===== config.mk =====
export PLATFORM = sky130hd
export DESIGN_NAME = sort_stream_ctrl
export DESIGN_NICKNAME = d
export VERILOG_FILES = /design/src/rtl/sort_pkg.sv /design/src/rtl/sort_out_fifo.sv /design/src/rtl/sort_stream_ctrl.sv
export SDC_FILE = /design/constraint.sdc
export NUM_CORES = 1
export LEC_CHECK = 0
export ABC_AREA = 1
export BUFFER_PORTS_ARGS = -buffer_cell sky130_fd_sc_hd__clkbuf_2
export CORE_MARGIN = 4
export CORE_UTILIZATION = 46
export DETAILED_ROUTE_END_ITERATION = 6
export PLACE_DENSITY_LB_ADDON = 0.12
export SETUP_SLACK_MARGIN = 0.05
export SYNTH_ARGS = -nofsm -noshare
export SYNTH_HDL_FRONTEND = slang
export SYNTH_SLANG_ARGS = --single-unit

===== constraint.sdc =====
create_clock -name clk_i -period 3.1 [get_ports clk_i]
set_input_delay 0.31 -clock clk_i [delete_from_list [all_inputs] [get_ports clk_i]]
set_output_delay 0.31 -clock clk_i [all_outputs]
set_load 0.01 [all_outputs]

===== src/rtl/sort_pkg.sv =====
`default_nettype none
// +----------------------------------------------------------------------------+
// | Module   : sort_pkg                                                         |
// | Purpose  : Shared types and constants for the sort stream controller.       |
// |            - ctrl_state_t : packet controller state encoding                |
// |            - RAM_RD_LAT   : cycles from RAM address to valid read data      |
// | Revision : 1.0 - initial release                                            |
// +----------------------------------------------------------------------------+
package sort_pkg;

  typedef enum logic [2:0] {
    ST_IDLE       = 3'd0,
    ST_LOAD       = 3'd1,
    ST_SORT_START = 3'd2,
    ST_SORT_WAIT  = 3'd3,
    ST_READ       = 3'd4
  } ctrl_state_t;

  localparam int RAM_RD_LAT = 1;

endpackage : sort_pkg
`default_nettype wire


===== src/rtl/sort_out_fifo.sv =====
`default_nettype none
// +----------------------------------------------------------------------------+
// | Module   : sort_out_fifo                                                    |
// | Purpose  : Two-entry show-ahead FIFO feeding the sorted output stream.      |
// |            The head entry is visible on data_o whenever valid_o is high     |
// |            and only changes after it has been popped.                       |
// | Ports    : clk_i, rst_ni        - clock, async active-low reset            |
// |            push_i, data_i       - write side                               |
// |            pop_i                - consume head entry                        |
// |            data_o, valid_o      - head entry and its valid flag             |
// |            count_o              - current occupancy (0..2)                  |
// | Revision : 1.0 - initial release                                            |
// +----------------------------------------------------------------------------+
module sort_out_fifo #(
  parameter int WIDTH = 12
) (
  input  logic             clk_i,
  input  logic             rst_ni,
  input  logic             push_i,
  input  logic [WIDTH-1:0] data_i,
  input  logic             pop_i,
  output logic [WIDTH-1:0] data_o,
  output logic             valid_o,
  output logic [1:0]       count_o
);

  logic [WIDTH-1:0] r_mem [2];
  logic             r_wr_ptr;
  logic             r_rd_ptr;
  logic [1:0]       r_cnt;
  logic             w_push;
  logic             w_pop;

  assign w_pop  = pop_i & (r_cnt != 2'd0);
  // A full FIFO may still accept a word in the same cycle its head leaves.
  assign w_push = push_i & ((r_cnt != 2'd2) | w_pop);

  always_ff @(posedge clk_i or negedge rst_ni) begin
    if (!rst_ni) begin
      r_wr_ptr <= 1'b0;
      r_rd_ptr <= 1'b0;
      r_cnt    <= 2'd0;
    end else begin
      if (w_push) r_wr_ptr <= ~r_wr_ptr;
      if (w_pop)  r_rd_ptr <= ~r_rd_ptr;
      if (w_push && !w_pop)      r_cnt <= r_cnt + 2'd1;
      else if (!w_push && w_pop) r_cnt <= r_cnt - 2'd1;
    end
  end

  always_ff @(posedge clk_i) begin
    if (w_push) r_mem[r_wr_ptr] <= data_i;
  end

  assign data_o  = r_mem[r_rd_ptr];
  assign valid_o = (r_cnt != 2'd0);
  assign count_o = r_cnt;

endmodule : sort_out_fifo
`default_nettype wire


===== src/rtl/sort_stream_ctrl.sv =====
`default_nettype none
// +----------------------------------------------------------------------------+
// | Module   : sort_stream_ctrl                                                 |
// | Purpose  : Packet controller around bubble_sort and its dual-port RAM.      |
// |            Loads one sink packet into RAM, kicks the sorter, then streams   |
// |            the sorted words out ascending from address 0.                   |
// | Ports    : clk_i, rst_ni              - clock, async active-low reset      |
// |            snk_*                      - input packet (valid/ready)         |
// |            src_*                      - sorted output packet (valid/ready) |
// |            sort_address/data/wren_*   - sorter RAM requests                |
// |            sort_done_i, sorting_o     - sorter handshake                   |
// |            max_counter_o              - packet length for the sorter       |
// |            ram_*                      - dual-port RAM interface            |
// | Revision : 1.0 - initial release                                            |
// +----------------------------------------------------------------------------+
module sort_stream_ctrl
  import sort_pkg::*;
#(
  parameter int DWIDTH  = 10,
  parameter int ADDR_SZ = 10
) (
  input  logic               clk_i,
  input  logic               rst_ni,
  input  logic [DWIDTH-1:0]  snk_data_i,
  input  logic               snk_startofpacket_i,
  input  logic               snk_endofpacket_i,
  input  logic               snk_valid_i,
  output logic               snk_ready_o,
  output logic [DWIDTH-1:0]  src_data_o,
  output logic               src_startofpacket_o,
  output logic               src_endofpacket_o,
  output logic               src_valid_o,
  input  logic               src_ready_i,
  input  logic [ADDR_SZ-1:0] sort_address_a_i,
  input  logic [ADDR_SZ-1:0] sort_address_b_i,
  input  logic [DWIDTH-1:0]  sort_data_a_i,
  input  logic [DWIDTH-1:0]  sort_data_b_i,
  input  logic               sort_wren_a_i,
  input  logic               sort_wren_b_i,
  input  logic               sort_done_i,
  output logic               sorting_o,
  output logic [ADDR_SZ:0]   max_counter_o,
  output logic [ADDR_SZ-1:0] ram_address_a_o,
  output logic [ADDR_SZ-1:0] ram_address_b_o,
  output logic [DWIDTH-1:0]  ram_data_a_o,
  output logic [DWIDTH-1:0]  ram_data_b_o,
  output logic               ram_wren_a_o,
  output logic               ram_wren_b_o,
  input  logic [DWIDTH-1:0]  ram_q_a_i,
  input  logic [DWIDTH-1:0]  ram_q_b_i
);

  localparam logic [ADDR_SZ:0] c_cap    = {1'b1, {ADDR_SZ{1'b0}}};
  localparam logic [ADDR_SZ:0] c_one    = (ADDR_SZ+1)'(1);
  localparam logic [ADDR_SZ:0] c_two    = (ADDR_SZ+1)'(2);
  localparam int               c_fifo_w = DWIDTH + 2;

  ctrl_state_t           r_state;
  ctrl_state_t           w_state_next;
  logic [ADDR_SZ:0]      r_count;
  logic [ADDR_SZ:0]      w_count_next;
  logic                  w_snk_acc;
  logic                  w_in_cap;
  logic                  w_wr_en;
  logic [ADDR_SZ-1:0]    w_wr_addr;
  logic                  r_wait_first;
  logic [ADDR_SZ:0]      r_rd_addr;
  logic                  w_rd_issue;
  logic [RAM_RD_LAT-1:0] r_pipe_vld;
  logic [RAM_RD_LAT-1:0] r_pipe_sop;
  logic [RAM_RD_LAT-1:0] r_pipe_eop;
  logic [RAM_RD_LAT-1:0] w_pipe_vld_next;
  logic [RAM_RD_LAT-1:0] w_pipe_sop_next;
  logic [RAM_RD_LAT-1:0] w_pipe_eop_next;
  logic [2:0]            w_inflight;
  logic [2:0]            w_pending;
  logic                  w_fifo_pop;
  logic                  w_fifo_valid;
  logic [1:0]            w_fifo_cnt;
  logic [c_fifo_w-1:0]   w_fifo_din;
  logic [c_fifo_w-1:0]   w_fifo_dout;
  logic                  w_unused;

  // Port B read data goes straight to the sorter; nothing here consumes it.
  assign w_unused = ^ram_q_b_i;

  // ---------------------------------------------------------------- sink side
  // Held low while reset is asserted so no beat is taken during reset.
  assign snk_ready_o = rst_ni & ((r_state == ST_IDLE) | (r_state == ST_LOAD));
  assign w_snk_acc   = snk_valid_i & snk_ready_o;
  assign w_in_cap    = (r_count < c_cap);

  always_comb begin
    w_wr_en      = 1'b0;
    w_wr_addr    = '0;
    w_count_next = r_count;
    if (w_snk_acc) begin
      if (snk_startofpacket_i) begin
        // SOP always (re)starts the packet at address 0.
        w_wr_en      = 1'b1;
        w_count_next = c_one;
      end else if ((r_state == ST_LOAD) && w_in_cap) begin
        w_wr_en      = 1'b1;
        w_wr_addr    = r_count[ADDR_SZ-1:0];
        w_count_next = r_count + c_one;
      end
    end
  end

  // -------------------------------------------------------------------- FSM
  always_comb begin
    w_state_next = r_state;
    unique case (r_state)
      ST_IDLE: begin
        if (w_snk_acc && snk_startofpacket_i)
          w_state_next = snk_endofpacket_i ? ST_READ : ST_LOAD;
      end
      ST_LOAD: begin
        if (w_snk_acc && snk_endofpacket_i)
          w_state_next = (w_count_next >= c_two) ? ST_SORT_START : ST_READ;
      end
      ST_SORT_START: w_state_next = ST_SORT_WAIT;
      ST_SORT_WAIT: begin
        // done is still high from the previous sort during the first cycle.
        if (!r_wait_first && sort_done_i) w_state_next = ST_READ;
      end
      ST_READ: begin
        if (w_fifo_pop && src_endofpacket_o) w_state_next = ST_IDLE;
      end
      default: w_state_next = ST_IDLE;
    endcase
  end

  always_ff @(posedge clk_i or negedge rst_ni) begin
    if (!rst_ni) begin
      r_state      <= ST_IDLE;
      r_count      <= '0;
      r_wait_first <= 1'b0;
      r_rd_addr    <= '0;
      r_pipe_vld   <= '0;
      r_pipe_sop   <= '0;
      r_pipe_eop   <= '0;
    end else begin
      r_state      <= w_state_next;
      r_count      <= w_count_next;
      r_wait_first <= (r_state == ST_SORT_START);
      if (r_state != ST_READ) r_rd_addr <= '0;
      else if (w_rd_issue)    r_rd_addr <= r_rd_addr + c_one;
      r_pipe_vld   <= w_pipe_vld_next;
      r_pipe_sop   <= w_pipe_sop_next;
      r_pipe_eop   <= w_pipe_eop_next;
    end
  end

  assign sorting_o     = (r_state == ST_SORT_START);
  assign max_counter_o = ((r_state == ST_IDLE) || (r_state == ST_LOAD)) ? '0 : r_count;

  // ------------------------------------------------------------ read engine
  // Read tags travel alongside the RAM latency so SOP/EOP land on the
  // matching data word.
  if (RAM_RD_LAT == 1) begin : g_rd_pipe_single
    assign w_pipe_vld_next = w_rd_issue;
    assign w_pipe_sop_next = (r_rd_addr == '0);
    assign w_pipe_eop_next = (r_rd_addr == (r_count - c_one));
  end else begin : g_rd_pipe_multi
    assign w_pipe_vld_next = {r_pipe_vld[RAM_RD_LAT-2:0], w_rd_issue};
    assign w_pipe_sop_next = {r_pipe_sop[RAM_RD_LAT-2:0], (r_rd_addr == '0)};
    assign w_pipe_eop_next = {r_pipe_eop[RAM_RD_LAT-2:0], (r_rd_addr == (r_count - c_one))};
  end

  always_comb begin
    w_inflight = '0;
    for (int i = 0; i < RAM_RD_LAT; i++) w_inflight = w_inflight + 3'(r_pipe_vld[i]);
  end

  // Counting the word leaving this cycle keeps the output at one word/cycle.
  assign w_pending  = {1'b0, w_fifo_cnt} + w_inflight - 3'(w_fifo_pop);
  assign w_rd_issue = (r_state == ST_READ) && (r_rd_addr < r_count) && (w_pending < 3'd2);

  assign w_fifo_din = {ram_q_a_i, r_pipe_sop[RAM_RD_LAT-1], r_pipe_eop[RAM_RD_LAT-1]};
  assign w_fifo_pop = w_fifo_valid & src_ready_i;

  sort_out_fifo #(
    .WIDTH (c_fifo_w)
  ) u_out_fifo (
    .clk_i   (clk_i),
    .rst_ni  (rst_ni),
    .push_i  (r_pipe_vld[RAM_RD_LAT-1]),
    .data_i  (w_fifo_din),
    .pop_i   (w_fifo_pop),
    .data_o  (w_fifo_dout),
    .valid_o (w_fifo_valid),
    .count_o (w_fifo_cnt)
  );

  assign {src_data_o, src_startofpacket_o, src_endofpacket_o} = w_fifo_dout;
  assign src_valid_o = w_fifo_valid;

  // ---------------------------------------------------------------- RAM mux
  always_comb begin
    ram_address_a_o = '0;
    ram_address_b_o = '0;
    ram_data_a_o    = '0;
    ram_data_b_o    = '0;
    ram_wren_a_o    = 1'b0;
    ram_wren_b_o    = 1'b0;
    unique case (r_state)
      ST_IDLE, ST_LOAD: begin
        ram_address_a_o = w_wr_addr;
        ram_data_a_o    = snk_data_i;
        ram_wren_a_o    = w_wr_en;
      end
      ST_SORT_WAIT: begin
        ram_address_a_o = sort_address_a_i;
        ram_address_b_o = sort_address_b_i;
        ram_data_a_o    = sort_data_a_i;
        ram_data_b_o    = sort_data_b_i;
        ram_wren_a_o    = sort_wren_a_i;
        ram_wren_b_o    = sort_wren_b_i;
      end
      ST_READ: begin
        ram_address_a_o = r_rd_addr[ADDR_SZ-1:0];
      end
      default: ;
    endcase
  end

endmodule : sort_stream_ctrl
`default_nettype wire


==> Yosys cells after proc, flatten, opt, wreduce, memory -nomap -nowiden <==
Memories as Yosys holds them, arrays and structs flattened.
Cells that the tools add are included.
{ "op_classes": {"addsub": 7, "n_lt_le_gt_ge": 4, "eq_ne": 11, "mux": 29, "bitwise": 9, "n_reduce_logical": 20} }
{ "ops": {"columns": ["cell", "n"], "rows": [
  ["$mux 11", 6],
  ["$mux 10", 5],
  ["$pmux 10 s3", 1],
  ["$add 11x1->11 const B", 2],
  ["$pmux 10 s2", 1],
  ["$mux 3", 6],
  ["$pmux 3 s5", 1],
  ["$eq 11x11->1", 1],
  ["$ge 11x2->1 const B", 1],
  ["$logic_not 11->1", 1],
  ["$lt 11x11->1", 1],
  ["$lt 11x11->1 const B", 1],
  ["$sub 11x1->11 const B", 1],
  ["$logic_and 1x1->1", 9],
  ["$eq 3x2->1 const B", 2],
  ["$mux 1", 6],
  ["$ne 2x2->1 const B", 3],
  ["$reduce_bool 2->1", 3],
  ["$and 1x1->1", 5],
  ["$mux 2", 2],
  ["$ne 2x1->1 const B", 2],
  ["$reduce_and 4->1", 1],
  ["$add 2x1->3", 1],
  ["$eq 3x1->1 const B", 1],
  ["13 further kinds", 17]
]} }
{ "totals": {"ff_bits": 33, "mem_bits_rw": 24, "input_bits": 79, "word_cells": 91, "n_memories": 1} }
{ "memory_table": {"columns": ["memory", "depth", "word_bits", "read_ports", "rd_ports_with_merged_regs", "write_ports", "line_no", "source"], "rows": [
  ["u_out_fifo.r_mem", 2, 12, 1, 0, 1, "sort_out_fifo.sv:27", "logic [WIDTH-1:0] r_mem [2];"]
]} }

==> Logic depth before layout (Yosys ltp) <==
Gate-level depths: netlist (run 1).
{ "depth": {"ltp_word": 9, "mapped_depth": 16, "ltp_nobuf": 15} }

==> Modules after synthesis <==
From an unflattened synthesis (run 1), not the netlist that was laid out.
{ "unflattened": {"cells_unflattened": 526, "hier_area_um2": 3921.3} }
{ "by_module_without_submodules": {"columns": ["mod", "instances", "cells_each", "area_per_inst_um2", "seq_area_each_um2"], "rows": [
  ["sort_stream_ctrl", 1, 432, 2817.7, 725.7],
  ["sort_out_fifo", 1, 94, 1103.6, 820.8]
]} }

==> Least setup slack after synthesis (run 1) <==
No wires, ideal clock.
{ "synth_path": {"kind": "reg2reg", "start": "reg u_out_fifo.r_cnt[1] (netlist: u_out_fifo.count_o[1])", "end": "reg r_rd_addr[6]", "arrival_ns": 2.338, "required_time_ns": 2.970, "setup_slack_ns": 0.632, "stages_incl_launch_ff": 15, "path_buffers": 1, "cell_sequence": "dfrtp_1 inv_1 nand2_1 nand2_1 inv_1 ha_1 inv_1 nand2_1 fa_1 xor2_1 nor2_1 nand3_1 nand2_1 buf_2 o21ai_0"} }
{ "synth_between": {"elab_chain_cells": 6} }
{ "synth_rtl": {"columns": ["element", "line_no", "source"], "rows": [
  ["start: declaration", "sort_out_fifo.sv:30", "logic [1:0] r_cnt;"],
  ["start signal: assignment", "sort_out_fifo.sv:46", "if (w_push && !w_pop) r_cnt <= r_cnt + 2'd1;"],
  ["start signal: assignment", "sort_out_fifo.sv:47", "else if (!w_push && w_pop) r_cnt <= r_cnt - 2'd1;"],
  ["$reduce_bool 2->1", "sort_out_fifo.sv:56", "assign valid_o = (r_cnt != 2'd0);"],
  ["named net src_valid_o", "sort_stream_ctrl.sv:32", "output logic src_valid_o,"],
  ["$and 1x1->1", "sort_stream_ctrl.sv:181", "assign w_fifo_pop = w_fifo_valid & src_ready_i;"],
  ["$sub 3x1->3", "sort_stream_ctrl.sv:177", "assign w_pending = {1'b0, w_fifo_cnt} + w_inflight - 3'(w_fifo_pop);"],
  ["$lt 3x2->1", "sort_stream_ctrl.sv:178", "assign w_rd_issue = (r_state == ST_READ) && (r_rd_addr < r_count) && (w_pending < 3'd2);"],
  ["$logic_and 1x1->1", "sort_stream_ctrl.sv:178", null],
  ["$reduce_bool 2->1 (no source line)", null, null],
  ["end signal: assignment", "sort_stream_ctrl.sv:148", "else if (w_rd_issue) r_rd_addr <= r_rd_addr + c_one;"],
  ["end: declaration", "sort_stream_ctrl.sv:67", "logic [ADDR_SZ:0] r_rd_addr;"]
]} }
The timed path passes the listed nets, and every way through them passes these cells.
A chain may end at the register's enable or synchronous reset.

==> Final worst setup path (run 1) <==
{ "layout_path": {"start": "reg r_state[0]", "end": "out ram_address_a_o[8]"} }
{ "layout_between": {"elab_chain_cells": 6} }
{ "layout_rtl": {"columns": ["element", "line_no", "source"], "rows": [
  ["start: declaration", "sort_stream_ctrl.sv:58", "ctrl_state_t r_state;"],
  ["start signal: assignment", "sort_stream_ctrl.sv:144", "r_state <= w_state_next;"],
  ["$eq 3x1->1 or $logic_not 3->1 (tied branches)", "sort_stream_ctrl.sv:89, sort_stream_ctrl.sv:102, sort_stream_ctrl.sv:207", null],
  ["$or 1x1->1 or $logic_and 1x1->1 (tied branches)", "sort_stream_ctrl.sv:89, sort_stream_ctrl.sv:102", null],
  ["$and 1x1->1 or $mux 10 (tied branches)", "sort_stream_ctrl.sv:89, sort_stream_ctrl.sv:102", null],
  ["$and 1x1->1 or $mux 10 (tied branches)", "sort_stream_ctrl.sv:90, sort_stream_ctrl.sv:98", null],
  ["$mux 10", "sort_stream_ctrl.sv:97", "if (w_snk_acc) begin"],
  ["$pmux 10 s3 (*)", "sort_stream_ctrl.sv:207", "unique case (r_state)"],
  ["end: declaration", "sort_stream_ctrl.sv:43", "output logic [ADDR_SZ-1:0] ram_address_a_o,"]
]} }
Every way passes the cells marked *; elsewhere a longest branch is shown, timed or not.

==> flow_results.org, run 1 <==
** Status
- Outcome :: finished, final reports clean

** Floorplanning
- Measured along the y axis, the die boundary spans 101.3 µm.
- Number of rows created at floorplan :: 33
- Core ar. :: 8341 µm²
- Boundary Pins :: 147
- The initial utilization of the core area, before any placement, comes to 47.97%.
- The floorplan step defined a die boundary enclosing 10,250 µm².
- Die Wd :: 101.3 µm

** Critical path
- Crit Reg-Reg Endpoint :: r_rd_addr[10]$_DFFE_PN0P_
- Master of the slowest instance on the critical path :: dfrtp_1
- The startpoint identified for the worst register-to-register timing path is u_out_fifo.count_o[1]$_DFFE_PN0P_.
- Cell type group with the largest total delay on the critical path :: simple AND/OR/NAND/NOR gates
- The worst setup path is launched from a flip-flop.
- Critical path class :: reg2out
- The number of buffers and inverters on the critical path is 2.
- Data arrives at the worst endpoint at 2.45 ns.
- For the worst setup path, the data required time is 2.79 ns.
- Worst r2r path cells :: 13
- Element type at the critical path end :: output pin
- Cell repeated most along the worst path :: nand2_2
- For this run, the slowest stage of the critical path takes 0.44 ns.
- Critical path peak fanout :: 24
- CP cell instances :: nor2_2, nand2_2, nand2_4, nand2_2, nor2_4, nand2_1, clkinv_1, nand3_1, o211ai_1, clkbuf_2
- Register-to-register path setup slack :: 0.52 ns

** Final layout
- Post-route cell area :: 5016 µm²
- From synthesis to final layout, the design area changed by 25.36%.
- Counting the fill cells in the layout gives 787.
- For this run, the share of the core covered by cells in the final layout is 60.14%.
- Combined flip-flop and latch cell area :: 1546 µm²
- In the final design database the tool counted 773 nets.
- Number of antenna repair diodes :: 0
- Cells with a size suffix above 1 make up 25.88% of the layout.
- Summing all multi-input logic gate instances after layout gives 2046 µm².

** GRT
- In the global route stage, met1 resource usage came out at 29.03%.
- Wire length of the first global-routing pass :: 18,130 µm
- Number of global-route vias before repair :: 3,895
- Global router's overall resource usage :: 22.18%
- Entering global routing, the biggest net connects 31 pins.
- The initial antenna violation count came to 0.
- GR Overflow Total :: 0
- Global routing consumed, on the met3 layer, 4.477% of the routing resources.
- Met2 GRT Util :: 36.92%
- The layer flagged by global routing as most heavily used is met2.

** Route
- Wires add up to 11,010 µm.
- Vias post-DR :: 4,006
- After the first detailed-routing iteration, the DRC count stood at 188.
- The detail route stage leaves a number of antenna-violating nets equal to 0.
- DRC violation count after routing :: 0
- Routed WL per cell :: 14.02 µm
- After detailed routing, the number of vias per cell comes to 5.103.
- For this run, the detailed router's first-pass iteration total came to 5.

** Timing
- Final Hold Viols :: 0
- The number of max-slew violations in the final report came to 0.
- Setup repair after global routing missed its margin :: no
- Measured against its own limit, the worst slew margin works out to 57.27%.
- Of the available clock period, the critical path in the final layout requires 89.05%.
- Post-route clock skew :: 0.008190 ns
- Setup TNS Final :: 0 ns
- # setup viols final :: 0
- Based on the critical path, the design can be clocked at up to 362.2 MHz.
- Slew @ Worst Pin :: 0.6394 ns
- Post-route minimum period :: 2.761 ns

** Clocking
- Clock tree synthesis inserted a total of 9 buffers.
- Buffer cell driving the clock tree root :: clkbuf_8
- The clock tree synthesis step divided the H-tree into 3 levels.
- Setup repair bufs after CTS :: 0
- CTS clk-pin slew, worst paths :: 0.07 ns
- Clock latency on the worst-skew pair :: 0.34 ns
- Clock tree from TritonCTS :: done
- Max Buffers Root-to-Sink :: 2
- Number of clock sinks seen by CTS :: 57

** Logic synthesis
- By area the synthesized netlist is led by dfrtp_1, edfxtp_1, nand2_1.
- Yosys printed 0 warnings.
- Library cell occupying the most area in the post-synthesis netlist :: dfrtp_1
- Each instance of the synthesized netlist takes up on average 7.451 µm².
- Counting every net in the synthesized netlist gives 635.
- In this run the biggest area consumer among cell types represents 20.64% of the synthesized area.
- Cell with the most instances after synthesis :: nand2_1
- Number of enable-type register cells in the synthesized netlist :: 24
- After synthesis, flip-flops and latches occupy 38.65% of the total area.
- The commonest cells after synthesis are nand2_1, inv_1, nor2_1.
- Yosys reg bits :: 57
- After technology mapping, the gate count stands at 537.
- Count of distinct cell types in the synthesized netlist :: 34
- Among all flip-flop cells after synthesis, the most frequent one is dfrtp_1.
- Counting flops with an async set or reset pin after synthesis yields a share of 57.89%.
- Netlist area before placement :: 4001 µm²

** Min path
- Min-delay worst type :: in2reg
- Along the worst hold path, the cell count comes to 1.
- The worst hold path begins at ram_q_a_i[8].
- Hold EP :: u_out_fifo.r_mem[0][10]$_DFFE_PP_

** Run
- The tool flagged a number of max-cap violations equal to 0.

** Power and ir drop
- Total power for the finished layout comes to 3.867 mW.
- Total leakage power :: 2.669 nW
- Peak VDD IR :: 0.0003405 V
- Power density cells :: 770.9 nW/µm²

** Place
- Once detailed placement completed, the half-perimeter wirelength came to 8577 µm.
- In this run the cell area measured after placement is 4777 µm².
- The congestion estimate from routability-driven global placement came to 0.8742.
- During placement, the flow inserted port buffers numbering 136.
## power by group
part,switching [mW],total [mW],internal (mW)
sequential,0.175,1.10,0.923
combinational,1.25,1.97,0.725
clock,0.334,0.794,0.460
## cells by family after synthesis
family	count (synthesis)	share of synthesized area, %
adders and majority gates	19	6.129
DFF	57	38.65
and+or+nand+nor	268	29.49
AOI/OAI and AO/OA	60	9.319
buffers and inverters	105	10.29
xor gates and xnor gates	28	6.129
## flip-flops by register name, summed over array words and instances (netlist names)
signal and cells:
r_state 3, u_out_fifo.r_wr_ptr 1, u_out_fifo.r_mem 24, r_pipe_eop 1, r_pipe_sop 1, r_wait_first 1, r_count 11, u_out_fifo.r_rd_ptr 1
r_rd_addr 11, u_out_fifo.count_o 2, r_pipe_vld 1
## cell usage in the layout (no fill, tap or decap), types with 11 or more instances in the layout
cell,Yosys,layout
clkbuf_2,0,136
xor2_1,22,22
edfxtp_1,24,24
nand2_1,130,129
o211ai_1,11,11
o21ai_0,20,20
nand3_1,39,39
a21oi_1,14,14
inv_1,85,85
nor2_1,63,63
dfrtp_1,33,33
ha_1,18,18
## what timing repair did
item | CTS | global route
hold endpoints to repair | 3 | 0
gates resized for setup | 0 | 1
hold buffers | 1 | 0
setup endpoints to repair | 0 | 2
## metrics by stage
stage               worst slack [ns]  hold WS, ns  std cells
finish                        0.3394       0.1577        785
floorplan                     0.6320      0.01441        537
global route                  0.1327       0.1428        785
detailed placement            0.3795       0.1796        768
CTS                           0.3296       0.1428        785
global placement              0.4770       0.1779        768
## worst max path at each step
stage	start	endpoint	slack, ns	cells after the start
after floorplan	u_out_fifo.count_o[1]$_DFFE_PN0P_	r_rd_addr[6]$_DFFE_PN0P_	0.63	14
after global placement	u_out_fifo.count_o[1]$_DFFE_PN0P_	r_rd_addr[3]$_DFFE_PN0P_	0.48	13
after detailed placement	u_out_fifo.count_o[1]$_DFFE_PN0P_	r_rd_addr[5]$_DFFE_PN0P_	0.38	13
after CTS	r_state[0]$_DFFE_PN0P_	ram_address_a_o[8]	0.33	10
after global routing	r_state[0]$_DFFE_PN0P_	ram_address_a_o[8]	0.13	10
final	r_state[0]$_DFFE_PN0P_	ram_address_a_o[8]	0.34	10
## cell type report
class | count | share of cell area (%)
clock buffers | 9 | 2.469
clock inverters | 7 | 2.045
inverters | 90 | 6.735
multi-input cells | 375 | 40.78
flip-flops and latches | 57 | 30.83
well taps | 105 | 2.619
repair buffers | 142 | 14.52
## per-layer routing
| metal | vias to the layer above | share of wire (%) |
|---|---|---|
| met5 | - | 0 |
| met3 | 14 | 7.4 |
| met2 | 155 | 48 |
| met4 | 0 | 1.2 |
| li1 | 2002 | - |
| met1 | 1835 | 44 |
Note: power is estimated with default switching activity, not from simulation.
==> run 2, diff against run 1 <==
==> constraint.sdc (replaced) <==
create_clock -name clk_i -period 2.6 [get_ports clk_i]
set_input_delay 0.26 -clock clk_i [delete_from_list [all_inputs] [get_ports clk_i]]
set_output_delay 0.26 -clock clk_i [all_outputs]
set_load 0.01 [all_outputs]
==> run 2 against run 1 <==
Critical path depth increased by 4. Clock skew increased by 0.0031 ns. Via count increased by 1.9%. Hold slack got worse by 0.063 ns. Sequential power increased by 17%. Flip-flop and latch count unchanged. First-iteration DRC count increased by 20%. Cell count increased by 1.8%. Critical path type is now reg2reg.
==> flow_results.org, run 2 (synthesis gave the netlist of run 1 again) <==
** Place
- Half-perimeter wire length after detailed placement :: 8785 µm (+2.4%)
- Placer's final routability congestion estimate :: 0.9240 (+5.7%)
- The number of buffers added on ports is 136 (unchanged).
- Minimum setup slack after placement :: 0.1194 ns (-0.2601 ns)

** Timing
- Setup repair after global routing missed its margin :: no
- Static timing analysis puts the maximum clock frequency at 419.8 MHz.
- Post-route clock skew :: 0.01125 ns (+0.003056 ns)
- The number of max-slew violations in the final report was 0 (unchanged).
- The total negative slack was 0 ns (unchanged).
- Slew @ Worst Pin :: 0.4840 ns (-0.1553 ns)
- The relative max-transition margin is 67.43% (+10 points).
- The total count of hold-check failures in the final report is 0 (unchanged).
- The smallest hold slack was 0.09505 ns (-0.06265 ns).
- # setup viols final :: 0 (unchanged)
- The final worst slack is 0.2177 ns (-0.1217 ns).
- The smallest clock period supported by the final layout is computed as 2.382 ns.
- In the finished design, the share of the clock period the worst path needs comes to 91.63%.

** Route
- Post-detailed-route via-to-cell ratio :: 5.110 (+0.14%)
- The number of detailed-route iterations in the first pass came to 6 (+1).
- Vias post-DR :: 4,083 (+1.9%)
- Total length of routed wires :: 11,550 µm (+5.0%)
- Antenna-violating nets left :: 0 (unchanged)
- The iteration-0 DRC count of the detailed router came to 226 (+20%).
- The number of DRC violations after detailed routing came to 0 (unchanged).
- Routed WL per cell :: 14.46 µm (+3.1%)

** Clocking
- The clock latency at the later pin of the worst-skew pair came to 0.34 ns (about the same).
- The number of hold buffers added after CTS is 0 (-1).
- Buffer cell driving the clock tree root :: clkbuf_8
- Number of buffers created by CTS :: 9 (unchanged)
- The number of sinks handled by clock tree synthesis came to 57 (unchanged).
- CTS clk-pin slew, worst paths :: 0.08 ns (about the same)
- Max Buffers Root-to-Sink :: 2 (unchanged)
- Clock tree from TritonCTS :: done
- The level count of the clock H-tree is 3 (unchanged).

** GRT
- The number of global-route vias before repair was 3,920 (+0.64%).
- The initial antenna violation count came to 0 (unchanged).
- The wire length of the first global-routing pass is 18,390 µm (+1.4%).
- The largest net degree at the start of global routing is 34 (+9.7%).
- Global router's overall resource usage :: 22.74% (+0.56 points)
- The total grt overflow is 0 (unchanged).

** Final layout
- Leaving out fill and tap cells, the most frequent cell in the layout is clkbuf_2.
- The top cell types in the final layout, fill and taps aside, are clkbuf_2, nand2_1, inv_1.
- The flip-flop count of the largest register, all copies and words added was 24 (unchanged).
- Filler cell count :: 768 (-2.4%)
- Registers with the most flip-flops :: u_out_fifo.r_mem (24), r_count (11), r_rd_addr (11)
- The area growth from synthesis to layout is 28.80%.
- The number of nets in the layout came to 787 (+1.8%).
- The proportion of layout cells with a drive suffix above 1 was 28.53% (+2.6 points).
- Number of antenna repair diodes :: 0 (unchanged)
- More flip-flops sit in one register than any other, and that register is u_out_fifo.r_mem.

** Power and ir drop
- Power density cells :: 933.4 nW/µm² (+21%)
- Peak VDD IR :: 0.0005892 V (+73%)
- The final total power came to 4.810 mW (+24%).
- The leakage power is 2.728 nW (+2.2%).

** Critical path
- Critical path peak fanout :: 8 (-67%)
- The arrival time at the worst endpoint is 2.60 ns (+0.15 ns).
- The number of buffers and inverters on the critical path is 5 (+3).
- Master of the slowest instance on the critical path :: fa_1
- Required arrival time at the worst endpoint :: 2.82 ns (+0.03 ns)
- STA classifies the critical path startpoint as a flip-flop.
- Critical Path Max Stage Delay :: 0.49 ns (+0.05 ns)
- The critical path in this run is classified as reg2reg.
- The worst setup path is captured at a flip-flop.
- The signal on the critical path passes through inv_2, nand2_1, nand2_1, inv_1, ha_1, inv_1, nand2_1, fa_1, inv_1, nor2_2, nand3_2, nand2_2, buf_4, o21ai_0.
- Cell type group with the largest total delay on the critical path :: adder cells

** Floorplanning
- The number of core rows is 33 (unchanged).
- The total die area was 10,250 µm² (unchanged).
- Die span in y :: 101.3 µm (unchanged)
- The floorplan core area is 8341 µm² (unchanged).
- The floorplan die width is 101.3 µm (unchanged).
- Boundary Pins :: 147 (unchanged)
- Starting Density :: 47.97% (unchanged)

** Min path
- The min-delay analysis places its worst path in the category in2async.

** Run
- Number of violations of the max-capacitance limit :: 0 (unchanged)

** Status
- Outcome :: finished, final reports clean
## run 2: changes by cell type in the layout (fill, tap and decap cells not counted), moves of 2 or more
| cell | previous run | this run |
|---|---|---|
| clkinvlp_4 | 1 | 3 |
| clkinv_4 | 2 | 4 |
| inv_1 | 85 | 83 |
| buf_4 | 5 | 17 |
## run 2: what timing repair did
action | CTS | global route
gates resized for setup | 0 | 14
setup buffers | 1 | 3
hold endpoints to repair | 0 | 0
gates cloned | 0 | 3
setup endpoints to repair | 6 | 41
pin swaps | 1 | 1
## run 2: path summary, 6_finish.rpt
| kind | from | end | slack [ns] | cells after the start |
|---|---|---|---|---|
| max | u_out_fifo.count_o[0]$_DFFE_PN0P_ | r_rd_addr[0]$_DFFE_PN0P_ | 0.22 | 14 |
| min | rst_ni | u_out_fifo.r_rd_ptr$_DFFE_PN0P_ | 0.1 | 2 |
| max reg2reg | u_out_fifo.count_o[0]$_DFFE_PN0P_ | r_rd_addr[0]$_DFFE_PN0P_ | 0.22 | 14 |
| min reg2reg | r_pipe_sop$_DFF_PN0_ | u_out_fifo.r_mem[0][1]$_DFFE_PP_ | 0.46 | 0 |
| max in group asynchronous | rst_ni | r_state[0]$_DFFE_PN0P_ | 2.15 | 2 |
| min in group clk_i | ram_q_a_i[8] | u_out_fifo.r_mem[1][10]$_DFFE_PP_ | 0.10 | 1 |
## run 2: per-stage QoR
stage                     utilization (%)  std cells  cell area [µm²]
after floorplan                         -        537             4001
after global placement              58.00        776             4837
after detailed placement            58.00        776             4837
after CTS                           60.82        793             5072
after global routing                61.79        799             5154
final                               61.79        799             5154
## run 2: cell type report
type | count | area (µm²) | area share [%]
clock buffer | 9 | 123.9 | 2.404
clock inverter | 7 | 103.9 | 2.015
tap | 105 | 131.4 | 2.549
inverter | 90 | 345.3 | 6.701
timing repair inverter | 2 | 12.51 | 0.2428
multi-input combinational | 375 | 2069 | 40.16
timing repair buffer | 154 | 819.5 | 15.90
sequential | 57 | 1548 | 30.03
## run 2: report_power, final
part           total (mW)  leakage, nW  switching, mW  internal, mW
registers            1.29        0.653          0.186          1.10
clock network       0.951        0.114          0.403         0.549
logic                2.57         1.96           1.59         0.982
## run 2: layer usage
| metal | global-route usage, % | wire (µm) | vias to the layer above |
|---|---|---|---|
| met5 | 0 | 0 | - |
| li1 | - | - | 2040 |
| met4 | 6.237 | 226 | 0 |
| met1 | 29.20 | 4731 | 1847 |
| met3 | 6.543 | 1029 | 21 |
| met2 | 37.58 | 5567 | 175 |
## run 2: worst register-to-register path, delay by kind of cell, from the launching register on
family	cells	cell delay [ns]
flops	1	0.40
buf+inv	5	0.41
simple gates	6	0.60
fa+ha+maj	2	0.77
compound gates	1	0.08
